## config.mk

```make
export PLATFORM = sky130hd
export DESIGN_NAME = muldiv_unit
export DESIGN_NICKNAME = d
export VERILOG_FILES = /design/src/rtl/muldiv_unit.sv
export SDC_FILE = /design/constraint.sdc
export NUM_CORES = 1
export LEC_CHECK = 0
export BUFFER_PORTS_ARGS = -buffer_cell sky130_fd_sc_hd__buf_4
export CAP_MARGIN = 20
export CORE_MARGIN = 2
export CORE_UTILIZATION = 50
export DETAILED_ROUTE_END_ITERATION = 7
export GPL_TIMING_DRIVEN = 0
export PLACE_DENSITY = 0.69
export SYNTH_ARGS = -nofsm -noshare
export SYNTH_HDL_FRONTEND = slang
export SYNTH_SLANG_ARGS = --single-unit
```

## constraint.sdc

```tcl
create_clock -name clock -period 12.7 [get_ports clock]
set_input_delay 2.54 -clock clock [delete_from_list [all_inputs] [get_ports clock]]
set_output_delay 2.54 -clock clock [all_outputs]
set_load 0.05 [all_outputs]
```

## src/rtl/muldiv_unit.sv

```systemverilog
// Iterative multiply/divide unit with HI/LO result registers.
// Ports: clock, reset (async, active high); A/B operands, start+op request
//   (00 mult, 01 multu, 10 div, 11 divu), mthi/mtlo direct HI/LO writes;
//   busy, done pulse, divzero flag, HI/LO results.
module muldiv_unit #(
    parameter int N = 32
) (
    input  logic         clock,
    input  logic         reset,
    input  logic [N-1:0] A,
    input  logic [N-1:0] B,
    input  logic         start,
    input  logic [1:0]   op,
    input  logic         mthi,
    input  logic         mtlo,
    output logic         busy,
    output logic         done,
    output logic         divzero,
    output logic [N-1:0] HI,
    output logic [N-1:0] LO
);

    localparam int CW = $clog2(N);

    typedef enum logic [1:0] {
        S_IDLE,
        S_RUN,
        S_FIX,
        S_DONE
    } state_t;

    state_t         state;
    logic [CW-1:0]  cnt;
    logic           is_div;
    logic           neg_a;
    logic           neg_q;
    logic [N-1:0]   a_lat;
    logic [N-1:0]   mag_b;
    logic [N-1:0]   acc_hi;
    logic [N-1:0]   acc_lo;

    // Operand magnitudes: only the signed ops (op[0]=0) look at sign bits.
    logic           sgn;
    logic           a_neg;
    logic           b_neg;
    logic [N-1:0]   a_mag;
    logic [N-1:0]   b_mag;

    assign sgn   = ~op[0];
    assign a_neg = sgn & A[N-1];
    assign b_neg = sgn & B[N-1];
    assign a_mag = a_neg ? -A : A;
    assign b_mag = b_neg ? -B : B;

    // Shift-add step: acc_lo holds the remaining multiplier bits and
    // receives the low product bits as {acc_hi,acc_lo} shifts right.
    logic [N:0]     mul_sum;
    assign mul_sum = {1'b0, acc_hi} + (acc_lo[0] ? {1'b0, mag_b} : '0);

    // Restoring step: acc_lo holds the dividend bits being shifted in and
    // collects quotient bits from the right.
    logic [N:0]     div_sh;
    logic           div_ge;
    logic [N-1:0]   div_dif;
    assign div_sh  = {acc_hi, acc_lo[N-1]};
    assign div_ge  = div_sh >= {1'b0, mag_b};
    assign div_dif = div_sh[N-1:0] - mag_b;

    // Sign correction applied on the FIX edge.
    logic [2*N-1:0] prod;
    logic [2*N-1:0] prod_fix;
    logic [N-1:0]   res_hi;
    logic [N-1:0]   res_lo;
    logic           dz;

    always_comb begin
        prod     = {acc_hi, acc_lo};
        prod_fix = neg_q ? -prod : prod;
        dz       = is_div & (mag_b == '0);
        res_hi   = prod_fix[2*N-1:N];
        res_lo   = prod_fix[N-1:0];
        if (is_div) begin
            res_lo = neg_q ? -acc_lo : acc_lo;
            res_hi = neg_a ? -acc_hi : acc_hi;
            if (dz) begin
                res_lo = '1;
                res_hi = a_lat;
            end
        end
    end

    always_ff @(posedge clock or posedge reset) begin
        if (reset) begin
            state   <= S_IDLE;
            cnt     <= '0;
            is_div  <= 1'b0;
            neg_a   <= 1'b0;
            neg_q   <= 1'b0;
            a_lat   <= '0;
            mag_b   <= '0;
            acc_hi  <= '0;
            acc_lo  <= '0;
            busy    <= 1'b0;
            done    <= 1'b0;
            divzero <= 1'b0;
            HI      <= '0;
            LO      <= '0;
        end else begin
            unique case (state)
                S_IDLE, S_DONE: begin
                    done    <= 1'b0;
                    divzero <= 1'b0;
                    if (start) begin
                        is_div <= op[1];
                        neg_a  <= a_neg;
                        neg_q  <= a_neg ^ b_neg;
                        a_lat  <= A;
                        mag_b  <= b_mag;
                        acc_hi <= '0;
                        acc_lo <= a_mag;
                        cnt    <= '0;
                        busy   <= 1'b1;
                        state  <= S_RUN;
                    end else begin
                        if (mthi) HI <= A;
                        if (mtlo) LO <= A;
                        state <= S_IDLE;
                    end
                end
                S_RUN: begin
                    if (is_div) begin
                        acc_hi <= div_ge ? div_dif : div_sh[N-1:0];
                        acc_lo <= {acc_lo[N-2:0], div_ge};
                    end else begin
                        acc_hi <= mul_sum[N:1];
                        acc_lo <= {mul_sum[0], acc_lo[N-1:1]};
                    end
                    cnt <= cnt + CW'(1);
                    if (cnt == CW'(N - 1)) state <= S_FIX;
                end
                S_FIX: begin
                    HI      <= res_hi;
                    LO      <= res_lo;
                    divzero <= dz;
                    done    <= 1'b1;
                    busy    <= 1'b0;
                    state   <= S_DONE;
                end
                default: state <= S_IDLE;
            endcase
        end
    end

endmodule

```

==> results_dict.tcl <==
set metrics [dict create \
    ys.flop_type "dfrtp_1" \
    drcViolationCount 0 \
    ctsResizeCount 0 \
    maxCapViolations 0 \
    cts.path.max_buffers 3 \
    vdd_ir_drop_max_mv 0.1684 \
    slew_violations 0 \
    dp_hpwl_microns 51350 \
    core_sq_um 32700 \
    arrival_ns 5.91 \
    syn-instance-count 2124 \
    status "completed" \
    drtIter0Drc 1728 \
    ys_warn_count 0 \
    clkSinkCount 205 \
    fmax_mhz 184.3 \
    cts_setup_buffers 0 \
    wire_per_inst_microns 24.01 \
    cts_htree_levels 1 \
    area_growth_pct 14.54 \
    cts_hold_buf 0 \
    synth_edf_count 0 \
    antenna_found_initial 0 \
    portBuffers 131 \
    yosysUniqueCellTypes 78 \
    grt_pass1_vias 17078 \
    cts_tree "done" \
    final.setup.worst_slack_ns 7.273 \
    synth_fa_ha_area_frac 0.05716 \
    criticalPathCategory "flip-flop to flip-flop" \
    ant_nets 0 \
    total_power_mw 6.374 \
    period_minus_slack_ns 5.427 \
    finalSetupTns_ns 0 \
    num_vias 17564 \
    ys_ff_latch 205 \
    synth_top_family_by_area "compound AO/OA/AOI/OAI gates" \
    cp_common_cell "clkbuf_1" \
    ios 138 \
    synth-compound-area-share 0.2613 \
    clock_latency_ns 0.57 \
    dr.pass1.iters 6 \
    grt_use_total 0.3730 \
    synth_xor_area_frac 0.08769 \
    hold_viol 0 \
    cp-end-kind "flip-flop" \
    rsz0062_at_grt "no" \
    power_density_nw_per_um2 333.6 \
    crit_fanout 10 \
    synth_mux_area_frac 0.04756 \
    path_clk_slew_ns 0.06 \
    critical_path.slowest_cell "clkbuf_1" \
    fillCellCount 3175 \
    crit_chain "inv_1 > clkbuf_1 > ha_1 > or4b_2 > nor2_1 > nand4_1 > or2_2 > clkbuf_1 > o41ai_1 > o21ai_0 > a211oi_1 > a211o_1" \
    stdcell_area_sq_um 19100 \
    period_share 0.4274 \
    grt_overflow 0 \
    placed_cell_area_sq_um 18280 \
    nets 2432 \
    die-area_sq_um 34840 \
    diodes 0 \
    cpPeakStageDelay_ns 0.66 \
    fin_skew_ns 0.02741 \
    drive_gt1_frac 0.1048 \
    postSynthAreaPerCell_sq_um 7.853 \
    async_reset_ff_frac 1.000 \
    cp_data_required_time_ns 13.19 \
    hold_class "flip-flop to flip-flop" \
    wl_microns 65830 \
    die_x_microns 186.6 \
    critPathLaunchType "flip-flop" \
    viasPerCell 6.406 \
    root_buffer "clkbuf_16" \
    gp_congestion 1.017 \
    die_h_microns 186.6 \
    setup_viol 0 \
    initial_utilization 0.5101 \
    synthSimpleGateAreaFrac 0.1909 \
    yosysSeqAreaShare 0.3076 \
    place_ws_ns 6.937 \
    cts_buffers 25 \
    timing.slew.headroom 0.2611 \
    syn-num-nets 2270 \
    fp-row-count 66 \
    p_leak_nw 8.123 \
    grt_max_degree 119 \
    synth.cell_area_sq_um 16680 \
    tightest_slew_ns 1.080 \
    grt_pass1_wl_microns 101200 \
]
-- metrics by stage --
step / cells / utilization / hold slack [ns]
final: 2742 / 0.5842 / 0.4771
after global routing: 2742 / 0.5842 / 0.5098
after CTS: 2741 / 0.5840 / 0.4830
after detailed placement: 2700 / 0.5590 / 0.4707
after global placement: 2697 / 0.5570 / 0.4584
after floorplan: 2124 / - / 0.4447
-- where the power goes --
| group | internal, mW | leakage, nW | switching [mW] |
|---|---|---|---|
| clock network | 0.429 | 0.402 | 0.307 |
| logic | 1.46 | 5.20 | 2.88 |
| registers | 0.981 | 2.53 | 0.322 |
-- synthesized netlist by cell type, types with 26 or more instances --
cell | number | area [sq um]
o21ai_0 | 295 | 1476
nand2_1 | 265 | 994.7
dfrtp_1 | 205 | 5130
a21oi_1 | 148 | 740.7
nor2_1 | 146 | 548.0
clkbuf_1 | 136 | 510.5
xnor2_1 | 104 | 910.9
ha_1 | 73 | 913.4
xor2_1 | 63 | 551.8
inv_1 | 61 | 229.0
nand3_1 | 49 | 245.2
mux2i_1 | 41 | 410.4
o31ai_1 | 37 | 277.8
nor3_1 | 36 | 180.2
mux2_2 | 34 | 382.9
o22ai_1 | 31 | 193.9
and3_1 | 27 | 168.9
a21o_1 | 26 | 195.2
or3_1 | 26 | 162.7
-- worst paths after layout --
path | startpoint | endpoint | slack, ns | depth (start not counted)
max reg2reg | acc_lo[0]$_DFFE_PP0P_ | HI[28]$_DFFE_PP0P_ | 7.27 | 12
max | acc_lo[0]$_DFFE_PP0P_ | HI[28]$_DFFE_PP0P_ | 7.27 | 12
min in group asynchronous | reset | HI[4]$_DFFE_PP0P_ | 2.14 | 2
min | mag_b[18]$_DFFE_PP0P_ | mag_b[18]$_DFFE_PP0P_ | 0.48 | 2
min reg2reg | mag_b[18]$_DFFE_PP0P_ | mag_b[18]$_DFFE_PP0P_ | 0.48 | 2
max in group asynchronous | reset | cnt[1]$_DFFE_PP0P_ | 9.58 | 3
-- state kept, by name, indices dropped and copies added, names as in the netlist, 2 cells and up --
register / flops
mag_b: 32
acc_lo: 32
a_lat: 32
HI: 32
state: 2
cnt: 5
LO: 32
acc_hi: 32
-- cells in the final DEF (no fill, tap or decap), drive strengths merged, types with 11 or more instances in the layout --
| cell type | n |
|---|---|
| mux2 | 34 |
| o31ai | 38 |
| mux2i | 41 |
| nand3 | 49 |
| or4 | 22 |
| nor4 | 26 |
| nor2 | 146 |
| a21o | 26 |
| o21a | 11 |
| inv | 62 |
| nand4 | 13 |
| xor2 | 63 |
| a211oi | 23 |
| nor3 | 37 |
| o41ai | 16 |
| clkbuf | 169 |
| a31oi | 21 |
| nor2b | 12 |
| xnor2 | 104 |
| o22ai | 31 |
| nand2b | 15 |
| nand2 | 265 |
| o21ai | 300 |
| and3 | 27 |
| a21oi | 148 |
| or3 | 29 |
| buf | 149 |
| ha | 73 |
| dfrtp | 205 |
| o211ai | 15 |
-- layout make-up --
cell class / count / area, sq um / share of cell area
Multi-Input combinational cell: 1707 / 10760 / 0.5632
Sequential cell: 205 / 5130 / 0.2685
Timing Repair Buffer: 135 / 1041 / 0.05449
Clock buffer: 33 / 705.7 / 0.03694
Buffer: 150 / 564.3 / 0.02954
Tap cell: 442 / 553.0 / 0.02895
Inverter: 62 / 240.2 / 0.01257
Clock inverter: 8 / 111.4 / 0.005829
-- routing by layer --
| metal | global-route usage | part of all wire | wire, microns |
|---|---|---|---|
| met5 | 0 | 0 | 0 |
| met4 | 0.2140 | 0.066 | 4347 |
| met3 | 0.06301 | 0.088 | 5781 |
| met2 | 0.6107 | 0.46 | 30020 |
| met1 | 0.4661 | 0.39 | 25670 |
-- cells by family after synthesis --
kind of cell,after synthesis
XOR/XNOR,167
AO/OA/AOI/OAI,717
AND/OR/NAND/NOR,673
multiplexers,75
flip-flops,205
buffers and inverters,212
adder cells (fa/ha/maj),75
-- critical path: cells and delay by family, from the launching register on --
family,cells,cell delay (ns)
AND/OR/NAND/NOR,4,1.87
buffers and inverters,3,1.37
AO/OA/AOI/OAI,4,1.18
flip-flops,1,0.56
adder cells (fa/ha/maj),1,0.36
Note: power is estimated with default switching activity, not from simulation.
